$ cat src/rtl/regfile_wb_arbiter.sv
// Write-back arbiter: two 2-entry buffers, round-robin onto one register-file write port.
// Ports: alu_*/ld_* valid/ready requesters, registered WriteAddress/WriteData/ReadWriteEn, pending_mask, idle.
module regfile_wb_arbiter #(
  parameter int DATA_W = 32,
  parameter int ADDR_W = 5
) (
  input  logic                 clk,
  input  logic                 rst_n,
  input  logic                 alu_valid,
  output logic                 alu_ready,
  input  logic [ADDR_W-1:0]    alu_addr,
  input  logic [DATA_W-1:0]    alu_data,
  input  logic                 ld_valid,
  output logic                 ld_ready,
  input  logic [ADDR_W-1:0]    ld_addr,
  input  logic [DATA_W-1:0]    ld_data,
  output logic [ADDR_W-1:0]    WriteAddress,
  output logic [DATA_W-1:0]    WriteData,
  output logic                 ReadWriteEn,
  output logic [2**ADDR_W-1:0] pending_mask,
  output logic                 idle
);

  typedef struct packed {
    logic [ADDR_W-1:0] addr;
    logic [DATA_W-1:0] data;
  } ent_t;

  ent_t       mem [2][2];
  ent_t       inEnt [2];
  ent_t       head;
  logic [1:0] vld [2];
  logic [1:0] rdPtr;
  logic [1:0] wrPtr;
  logic [1:0] push;
  logic [1:0] pop;
  logic [1:0] full;
  logic [1:0] nonEmpty;
  logic       lastGrant;
  logic       gnt;
  logic       anyGnt;

  always_comb begin
    inEnt[0] = '{addr: alu_addr, data: alu_data};
    inEnt[1] = '{addr: ld_addr, data: ld_data};
    for (int p = 0; p < 2; p++) begin
      full[p]     = &vld[p];
      nonEmpty[p] = |vld[p];
    end
    alu_ready = rst_n & ~full[0];
    ld_ready  = rst_n & ~full[1];
    // r0 writes complete the handshake but are dropped here
    push[0] = alu_valid & alu_ready & (alu_addr != '0);
    push[1] = ld_valid & ld_ready & (ld_addr != '0);
    anyGnt = |nonEmpty;
    gnt = 1'b0;
    unique case (nonEmpty)
      2'b11:   gnt = ~lastGrant;
      2'b10:   gnt = 1'b1;
      default: gnt = 1'b0;
    endcase
    pop = '0;
    if (anyGnt) pop[gnt] = 1'b1;
    head = mem[gnt][rdPtr[gnt]];
  end

  always_ff @(posedge clk or negedge rst_n) begin
    if (!rst_n) begin
      vld[0]       <= '0;
      vld[1]       <= '0;
      rdPtr        <= '0;
      wrPtr        <= '0;
      lastGrant    <= 1'b1;
      ReadWriteEn  <= 1'b0;
      WriteAddress <= '0;
      WriteData    <= '0;
    end else begin
      // push and pop never hit the same slot: a full
      // buffer cannot push, an empty one cannot pop
      for (int p = 0; p < 2; p++) begin
        if (push[p]) begin
          vld[p][wrPtr[p]] <= 1'b1;
          wrPtr[p]         <= ~wrPtr[p];
        end
        if (pop[p]) begin
          vld[p][rdPtr[p]] <= 1'b0;
          rdPtr[p]         <= ~rdPtr[p];
        end
      end
      ReadWriteEn <= anyGnt;
      if (anyGnt) begin
        lastGrant    <= gnt;
        WriteAddress <= head.addr;
        WriteData    <= head.data;
      end
    end
  end

  always_ff @(posedge clk) begin
    for (int p = 0; p < 2; p++) begin
      if (push[p]) mem[p][wrPtr[p]] <= inEnt[p];
    end
  end

  always_comb begin
    pending_mask = '0;
    for (int p = 0; p < 2; p++) begin
      for (int s = 0; s < 2; s++) begin
        if (vld[p][s]) pending_mask[mem[p][s].addr] = 1'b1;
      end
    end
    if (ReadWriteEn) pending_mask[WriteAddress] = 1'b1;
  end

  assign idle = ~(|nonEmpty) & ~ReadWriteEn;

endmodule

$ cat config.mk
export PLATFORM = sky130hd
export DESIGN_NAME = regfile_wb_arbiter
export DESIGN_NICKNAME = d
export VERILOG_FILES = /design/src/rtl/regfile_wb_arbiter.sv
export SDC_FILE = /design/constraint.sdc
export NUM_CORES = 1
export LEC_CHECK = 0
export CAP_MARGIN = 20
export CORE_MARGIN = 2
export CORE_UTILIZATION = 48
export DETAILED_ROUTE_END_ITERATION = 7
export PLACE_DENSITY = 0.84
export SYNTH_ARGS = -nofsm -noshare
export SYNTH_HDL_FRONTEND = slang
export SYNTH_SLANG_ARGS = --single-unit
$ cat constraint.sdc
create_clock -name clk -period 7.85 [get_ports clk]
set_input_delay 1.57 -clock clk [delete_from_list [all_inputs] [get_ports clk]]
set_output_delay 1.57 -clock clk [all_outputs]
set_load 0.02 [all_outputs]
==> summary.md <==
The flow ran to the end, and the final reports show no timing, DRC or antenna violations. The combinational share of power is 0.393. From synthesis to final layout, the design area changed by 24.8%. Count of buffer and inverter cells on the critical path: 2. After synthesis, the most frequently instantiated cells are 148 x sky130_fd_sc_hd__edfxtp_1, 58 x sky130_fd_sc_hd__nor2_1, 49 x sky130_fd_sc_hd__nor3_1, 46 x sky130_fd_sc_hd__dfrtp_1, 38 x sky130_fd_sc_hd__clkbuf_1.

Dividing the detail-routed wire length by the instance count gives 21.9 um. In the post-synthesis netlist, the biggest area contributors are sky130_fd_sc_hd__edfxtp_1 49%, sky130_fd_sc_hd__dfrtp_1 13%, sky130_fd_sc_hd__a311oi_2 6.1%. The global placement routability congestion is 0.918, and the final core utilization is 0.608. The tools report the number of DRC violations after detailed routing as 0.

Setup repair after global routing left no endpoint under its margin. For this run, the post-layout net count is 876. The max-slew violation count is 0. The most common cell in the synthesized netlist is sky130_fd_sc_hd__edfxtp_1. STA puts the critical path data arrival time at 3.20 ns. The total number of clock tree sinks came out at 195. The tools report the post-route setup TNS as 0 ns.

The number of cell rows was 50. The kind of start point of the critical path was an input pin. The tools report the via count of the first global-routing pass as 6391. The starting utilization of the core area was 0.487; the clock insertion delay at the later pin of the skew report was 0.43 ns. Cell family with the largest share of critical-path delay: buffers and inverters. In this run the power density over the cells is 368 nW/um2. After clock tree synthesis, the clock-pin slew on the worst setup and hold paths is 0.06 ns.

The signal on the critical path passes through buf_2 > a21boi_0 > clkdlybuf4s50_1. The share of layout cells above drive strength 1 was 0.155. Counting the buffers created by CTS gives 17.

Post-synthesis simple-gate area fraction: 0.144. The category of the worst setup path capture point was an output pin. The number of buffers added on ports is 150, and the deepest level of the CTS H-tree is 4. The run gives 0.390 as the share of power burned in registers.

The slowest stage cell on the critical path was sky130_fd_sc_hd__clkdlybuf4s50_1. The share of Yosys cell area claimed by the top area cell type is 0.489, and the wire length of the first global-routing pass is 35400 um. The cell area that synthesis handed to floorplanning was 9090 um2. Endpoint required time on the critical path: 6.28 ns. With fillers left out, the area of the finished cells amounts to 11300 um2.

The die covers 20000 um2. The Yosys step of the flow raised 0 warnings. For this run, the slowest stage of the critical path takes 0.70 ns. The clock power share is 0.217, and the width of the chip is 142 um. The floorplan core area was 18600 um2; the number of search-and-repair iterations in the first detailed-routing pass was 5. When the netlist entered floorplanning its net count stood at 753.

For the final database, setup skew stands at 0.00943 ns. Worst setup path category: input pin to output pin. After synthesis, the largest family of logic cells by area is simple AND/OR/NAND/NOR gates. The logs give 0 for the antenna diode count and 0.236 mV for the worst voltage drop across the vdd grid. The run gives 0.511 ns as the worst hold margin. The run gives 6491 as the total number of vias. The switching part of the total power works out to 0.372. The number of hold violations in the final report is 0, and the number of setup violations in the final report is 0. The most used flip-flop cell after synthesis is sky130_fd_sc_hd__edfxtp_1. The number of synthesized flops with an enable pin was 148. In this run the worst hold path is classified as register to register. The tree is rooted in a sky130_fd_sc_hd__clkbuf_16. Leakage power: 3.89 nW. The highest net fanout along the worst path was 25; the actual slew at the worst max-slew pin was 1.10 ns.

The ratio of final minimum period to clock period works out to 0.608. TritonCTS built the clock tree. Final critical-path required period: 4.77 ns. Number of standard cells after synthesis: 675. The die is 142 um tall. The maximum number of pins on one net before global-route repair was 77; the number of nets with antenna violations after detailed routing was 0.

Fraction of the mapped netlist area in compound gates: 0.118. The wire-length estimate of the detail-placed layout is 15100 um. The unique cell type count in the Yosys netlist was 41; the all-layer global routing usage was 0.231. The tools report the number of maximum-capacitance constraint violations as 0. The relative max-transition margin came out at 0.264. Share of synthesized flip-flops with an asynchronous set or reset: 0.241. The first routing iteration left 512 violations. The synthesized area divided by synthesized cell count is 13.5 um2, and the proportion of synthesized area in mux cells is 0.0866. During I/O placement, the number of pins put on the boundary was 151.

The number of antenna violations at the first check in global routing was 0; the arithmetic-cell share of the synthesized area counting full adders, half adders and majority gates was 0. Cell internal power was estimated by the tool at 2.62 mW. The analysis attributes to net switching a power of 1.55 mW. In this run the cell area measured after placement is 10700 um2. In this run, post-CTS hold repair placed 0 buffers.

The share of the yosys chip area belonging to registers was 0.619; the total of flip-flops plus latches after synthesis was 195. The via density per instance was 6.21. Maximum clock frequency: 0.210 GHz. The number of gates resized after CTS was 0. After global routing the overflow that remains totals 0. The final layout contains routed wiring with a total length of 22900 um. The post-CTS setup repair buffer count was 0; the post-synthesis xor/xnor area fraction was 0.00386. Of all cell types, the one taking the most synthesized area is sky130_fd_sc_hd__edfxtp_1.

No sink is reached through more buffers than the 2 on the longest clock path.
routing by layer:
layer,wire length (um),track usage,part of all wire,vias to the layer above
met5,0,0,0,-
met4,327,0.0595,0.014,0
met3,1720,0.0493,0.075,29
met2,11400,0.389,0.50,312
met1,9430,0.309,0.41,3217
li1,-,-,-,2933
flip-flops by register name (all words and copies together) (netlist names):
signal,count
ReadWriteEn,1
vld,4
WriteData,32
WriteAddress,5
mem,148
rdPtr,2
wrPtr,2
lastGrant,1
cells by family (layout without fill, tap and decap cells):
family | after synthesis | count (layout)
mux | 74 | 74
flops | 195 | 195
compound gates | 108 | 108
simple gates | 237 | 237
xor+xnor | 4 | 4
buf+inv | 57 | 193
power groups by stage:
| stage | combinational (mW) | sequential [mW] | clock, mW |
|---|---|---|---|
| after floorplan | 1.12 | 1.59 | 0 |
| after global placement | 1.61 | 1.64 | 0 |
| after detailed placement | 1.65 | 1.64 | 0 |
| after CTS | 1.65 | 1.62 | 0.915 |
| after global routing | 1.75 | 1.66 | 0.957 |
| final | 1.64 | 1.63 | 0.905 |
layout by cell type, fill, tap and decap left out, types with 29 or more instances in the layout:
master / instances
sky130_fd_sc_hd__edfxtp_1: 148
sky130_fd_sc_hd__a311oi_2: 37
sky130_fd_sc_hd__nor3_1: 49
sky130_fd_sc_hd__mux2i_1: 37
sky130_fd_sc_hd__dfrtp_1: 44
sky130_fd_sc_hd__mux2_2: 37
sky130_fd_sc_hd__nor2_1: 57
sky130_fd_sc_hd__clkdlybuf4s50_1: 149
sky130_fd_sc_hd__o22ai_1: 29
stage by stage:
step | cells | power [mW] | worst slack, ns
4_1_cts | 1045 | 4.19 | 3.04
3_5_place_dp | 1013 | 3.29 | 3.05
3_3_place_gp | 1013 | 3.25 | 3.09
5_1_grt | 1045 | 4.36 | 2.88
6_report | 1045 | 4.17 | 3.08
2_1_floorplan | 675 | 2.71 | 1.35
area by class of cell:
class	count	area, um2
Timing Repair Buffer	156	1540
Clock inverter	15	195
Multi-Input combinational cell	423	3240
Fill cell	1444	7300
Tap cell	234	293
Sequential cell	195	5620
Inverter	5	18.8
Clock buffer	17	425
path summary, 6_finish.rpt:
path | startpoint | to | slack (ns) | cells past startpoint
worst max-delay path | rst_n | alu_ready | 3.08 | 3
worst min-delay path | wrPtr[0] | wrPtr[0] | 0.51 | 1
worst max register to register | vld[1] | WriteData[5] | 4.99 | 4
worst min register to register | wrPtr[0] | wrPtr[0] | 0.51 | 1
max in group asynchronous | rst_n | rdPtr[1] | 5.88 | 2
min in group asynchronous | rst_n | vld[0] | 1.14 | 1
No activity file was read; power rests on OpenSTA's default activity.
==> variant 1, RTL diff (same settings) <==
`DATA_W`: 32 -> 24.
--- a/src/rtl/regfile_wb_arbiter.sv
+++ b/src/rtl/regfile_wb_arbiter.sv
@@ -1,7 +1,7 @@
 // Write-back arbiter: two 2-entry buffers, round-robin onto one register-file write port.
 // Ports: alu_*/ld_* valid/ready requesters, registered WriteAddress/WriteData/ReadWriteEn, pending_mask, idle.
 module regfile_wb_arbiter #(
-  parameter int DATA_W = 32,
+  parameter int DATA_W = 24,
   parameter int ADDR_W = 5
 ) (
   input  logic                 clk,
Interface: changed (resized WriteData, alu_data and ld_data); port bits go from 151 to 127. The function was not compared with the original's and may differ.
==> variant 1 against the unedited design <==
- worst setup slack worse by 350 ps
- final area down 15%
- total power down 15%
- area after synthesis down 17%
- wire length down 11%
- combinational power down 15%
- first-iteration DRC count up 9.6%
- sequential cell count down 40
- critical path type unchanged
- critical endpoint unchanged
==> variant 1: results (changes against the unedited design) <==
Detailed Place HPWL=13,100 um (-13%); number of flops mapped to enable cells by yosys=116 (-22%); leakage=0.00329 uW (-15%); CP max-delay cell=clkdlybuf4s50_1; Worst VDD drop=0.295 mV (+25%); Logic pwr share=39.4% (about the same); max reg flops=116 (-22%); vias per cell=6.24 (+0.46%); metal2 WL=10,100 um (-11%); DR pass1 iterations=5 (unchanged); Post-CTS Setup Inserts=0 (unchanged); multi-input gates=383 (-9.5%); PortBufs=126 (-16%); initial antenna violation count=0 (unchanged); Pint=2250 uW (-14%); Arr. time, crit path=3560 ps (+360 ps); Clock Latency Late Sink=420 ps; sequential share of the synthesized area=59.0% (-2.9 points); met3 WL=1590 um (-8.0%); largest net degree at the start of global routing=61 (-21%); relative slew slack=31.7% (+5.2 points); Resized cells post-CTS=0 (unchanged); TNS Setup=0 ps (unchanged); Plain + repair buffers=135 (-13%); drt first-iter violations=561 (+9.6%); Clock Tree Root=clkbuf_16; synth cell count leaders=edfxtp_1, nor2_1, nor3_1, dfrtp_1; syn nets=652 (-13%); CP top delay family=buffers and inverters; routed length per instance=22.2 um (+1.4%); first-pass GRT wire length=31,400 um (-11%); clkbuf count=21 (+4); CTS sink cnt=155 (-21%); status=completed; met1 WL=8380 um (-11%); register area=4460 sq um (-21%); share of layout cells above drive strength 1=15.4% (-0.18 points); Hold Crit Class=reg -> reg; Clock power frac=23.4% (+1.7 points); top routing layer used=met4; Worst path max stage delay=750 ps (+50 ps); Total GRT Usage=24.9% (+1.7 points); Multi-input gate area=2880 sq um (-11%); Setup WS pre-CTS=2730 ps (-323 ps); vias in the first global route=5,695 (-11%); post-synthesis cell type count=42 (+2.4%); asr flop ratio synth=25.2% (+1.1 points); Max FO, Critical Path=41 (+64%); htree depth=4 (unchanged); nets=759 (-13%); Synth area leaders=edfxtp_1, dfrtp_1, a311oi_2; clock-cell share of area=6.41% (+0.94 points); fill count=1,156 (-20%); Placer Congestion=0.902 (-1.8%); Non-clock buffers, area share=14.0% (+0.40 points); Layout Skew=10.6 ps (+1.13 ps)
variant 1: cell count changes after synthesis, sizes merged:
cell,unedited run,this run
a311oi,37,29
buf,14,19
clkbuf,38,28
dfrtp,46,38
edfxtp,148,116
mux2,37,29
mux2i,37,29
nor2,58,50
nor3,49,41
variant 1: worst paths after layout:
| path | start | endpoint | slack, ps | depth (start not counted) |
|---|---|---|---|---|
| worst max register to register | vld[2]$_DFF_PN0_ | WriteData[13]$_DFFE_PN0N_ | 5270 | 4 |
| worst max-delay path | rst_n | alu_ready | 2720 | 3 |
| worst min register to register | wrPtr[0]$_DFFE_PN0P_ | wrPtr[0]$_DFFE_PN0P_ | 500 | 1 |
| worst min-delay path | wrPtr[0]$_DFFE_PN0P_ | wrPtr[0]$_DFFE_PN0P_ | 500 | 1 |
| max in group asynchronous | rst_n | rdPtr[0]$_DFFE_PN0P_ | 5890 | 1 |
| min in group asynchronous | rst_n | WriteData[17]$_DFFE_PN0N_ | 1310 | 1 |
variant 1: cell families (layout without fill, tap and decap cells):
| group | after synthesis | in the layout | share of synthesized area (%) |
|---|---|---|---|
| AOI/OAI and AO/OA | 100 | 100 | 12.7 |
| xor gates and xnor gates | 4 | 4 | 0.463 |
| buffers and inverters | 52 | 172 | 3.26 |
| DFF | 155 | 155 | 59.0 |
| muxes | 58 | 58 | 8.16 |
| and+or+nand+nor | 221 | 221 | 16.4 |
variant 1: per-layer routing:
layer  vias to the layer above  GRT usage, %
met5                         -             0
met4                         0          8.48
met3                        30          6.28
met2                       325          41.3
met1                      2835          32.1
li1                       2557             -
variant 1: through the flow:
stage	area, sq um	utilization, %	total power [uW]	cells
final	9580	62.6	3570	921
after global routing	9580	62.6	3720	921
after CTS	9550	62.4	3550	919
after detailed placement	8930	58.3	2690	887
after global placement	8930	58.3	2640	887
after floorplan	7560	-	2220	590
==> variant 2, RTL diff (same flow settings) <==
Made on the original files. Reset style: synchronous (`rst_n`), changed in one clocked block.
--- a/src/rtl/regfile_wb_arbiter.sv
+++ b/src/rtl/regfile_wb_arbiter.sv
@@ -64,7 +64,7 @@
     head = mem[gnt][rdPtr[gnt]];
   end
 
-  always_ff @(posedge clk or negedge rst_n) begin
+  always_ff @(posedge clk) begin
     if (!rst_n) begin
       vld[0]       <= '0;
       vld[1]       <= '0;
Formal check against the unedited RTL: differs if rst_n is asserted again (counterexample within 4 cycles, from zero or initial values and one cycle with rst_n low); with rst_n held inactive, the same outputs for 4 cycles.
==> variant 2 against the unedited design <==
- critical path type unchanged
- first-iteration DRC count is 29% higher
- area after synthesis fell by 3.9%
- die area is 3.8% lower
- final area fell by 3.1%
- wire length is 5.8% higher
- utilization is 0.55 points higher
- worst setup slack got worse by 110 ps
- sequential cell count did not move
Power is not compared: it rests on default switching activity, and its combinational part moved more than twofold at a synthesized area within 25%.
==> variant 2: results (changes against the unedited design) <==
Arr. time, crit path=3310 ps (+110 ps); Detailed Place HPWL=16,600 um (+10%); asr flop ratio synth=0% (-24 points); FMAX=205 MHz (-2.2%); fraction of area in multi-input gates=28.1% (-0.47 points); largest net degree at the start of global routing=41 (-47%); share of layout cells above drive strength 1=6.63% (-8.9 points); Non-clock buffers, area share=14.8% (+1.2 points); fill count=1,392 (-3.6%); Placed Cells=1,040 (+2.7%); Synth area leaders=edfxtp_1, dfxtp_1, mux2i_1; Placer Congestion=0.933 (+1.6%); relative slew slack=41.4% (+15 points); Layout Skew=12.4 ps (+3.01 ps); status=completed; number of flops mapped to enable cells by yosys=150 (+1.4%); synth cell count leaders=edfxtp_1, nand2_1, mux2i_1, dfxtp_1, a32o_1; routed length per instance=22.6 um (+3.0%); Worst R2R Path Depth=5 (+1); r2r endpoint=WriteData[24]$_SDFFE_PN0N_; DR pass1 iterations=8 (+3); clock-cell share of area=5.07% (-0.41 points); Cell Count, Final, Fillers Out=1,074 (+2.8%); R2R setup slack=5430 ps (+440 ps); sequential share of the synthesized area=61.9% (about the same); Plain + repair buffers=159 (+1.9%); vias per cell=6.09 (-2.0%); Worst path max stage delay=780 ps (+80 ps); met1 WL=9590 um (+1.8%); met2 usage=40.7% (+1.8 points); Critical path destination=ld_ready; GRT met1 Usage=31.9% (+0.99 points); inverters=7 (+2)
-- variant 2: cell types whose count changed after synthesis, sizes merged, moves of 17 or more --
cell / unedited run / this run
a311oi: 37 / 0
a32o: 0 / 37
buf: 14 / 31
clkbuf: 38 / 18
dfrtp: 46 / 0
dfxtp: 0 / 45
mux2: 37 / 0
mux2i: 37 / 74
nand2: 19 / 102
nor2: 58 / 28
nor3: 49 / 19
-- variant 2: stage by stage --
stage | cell area, sq um | power, uW
global placement | 10400 | 2030
global route | 11000 | 2970
finish | 11000 | 2860
CTS | 10900 | 2860
floorplan | 8730 | 1750
detailed placement | 10400 | 2050
-- variant 2: cells by family after synthesis --
kind of cell	count (synthesis)	synth area share [%]
buffers and inverters	56	3.15
AND/OR/NAND/NOR	255	14.6
XOR/XNOR	1	0.100
flip-flops	195	61.9
multiplexers	74	8.49
AO/OA/AOI/OAI	122	11.8
-- variant 2: power breakdown --
group          leakage (uW)  total (uW)  internal (uW)  switching, uW
logic               0.00163         714            333            381
registers           0.00175        1330           1220            110
clock network      0.000276         817            464            352
-- variant 2: how the worst min path moves through the flow --
stage,from,endpoint,slack [ps],cells after the start
6_report,WriteData[31]$_SDFFE_PN0N_,WriteData[31]$_SDFFE_PN0N_,470,1
3_5_place_dp,WriteData[31]$_SDFFE_PN0N_,WriteData[31]$_SDFFE_PN0N_,450,1
3_3_place_gp,WriteData[31]$_SDFFE_PN0N_,WriteData[31]$_SDFFE_PN0N_,450,1
5_1_grt,WriteData[9]$_SDFFE_PN0N_,WriteData[9]$_SDFFE_PN0N_,490,1
2_1_floorplan,lastGrant$_SDFFE_PN1N_,lastGrant$_SDFFE_PN1N_,480,2
4_1_cts,WriteData[3]$_SDFFE_PN0N_,WriteData[3]$_SDFFE_PN0N_,470,1
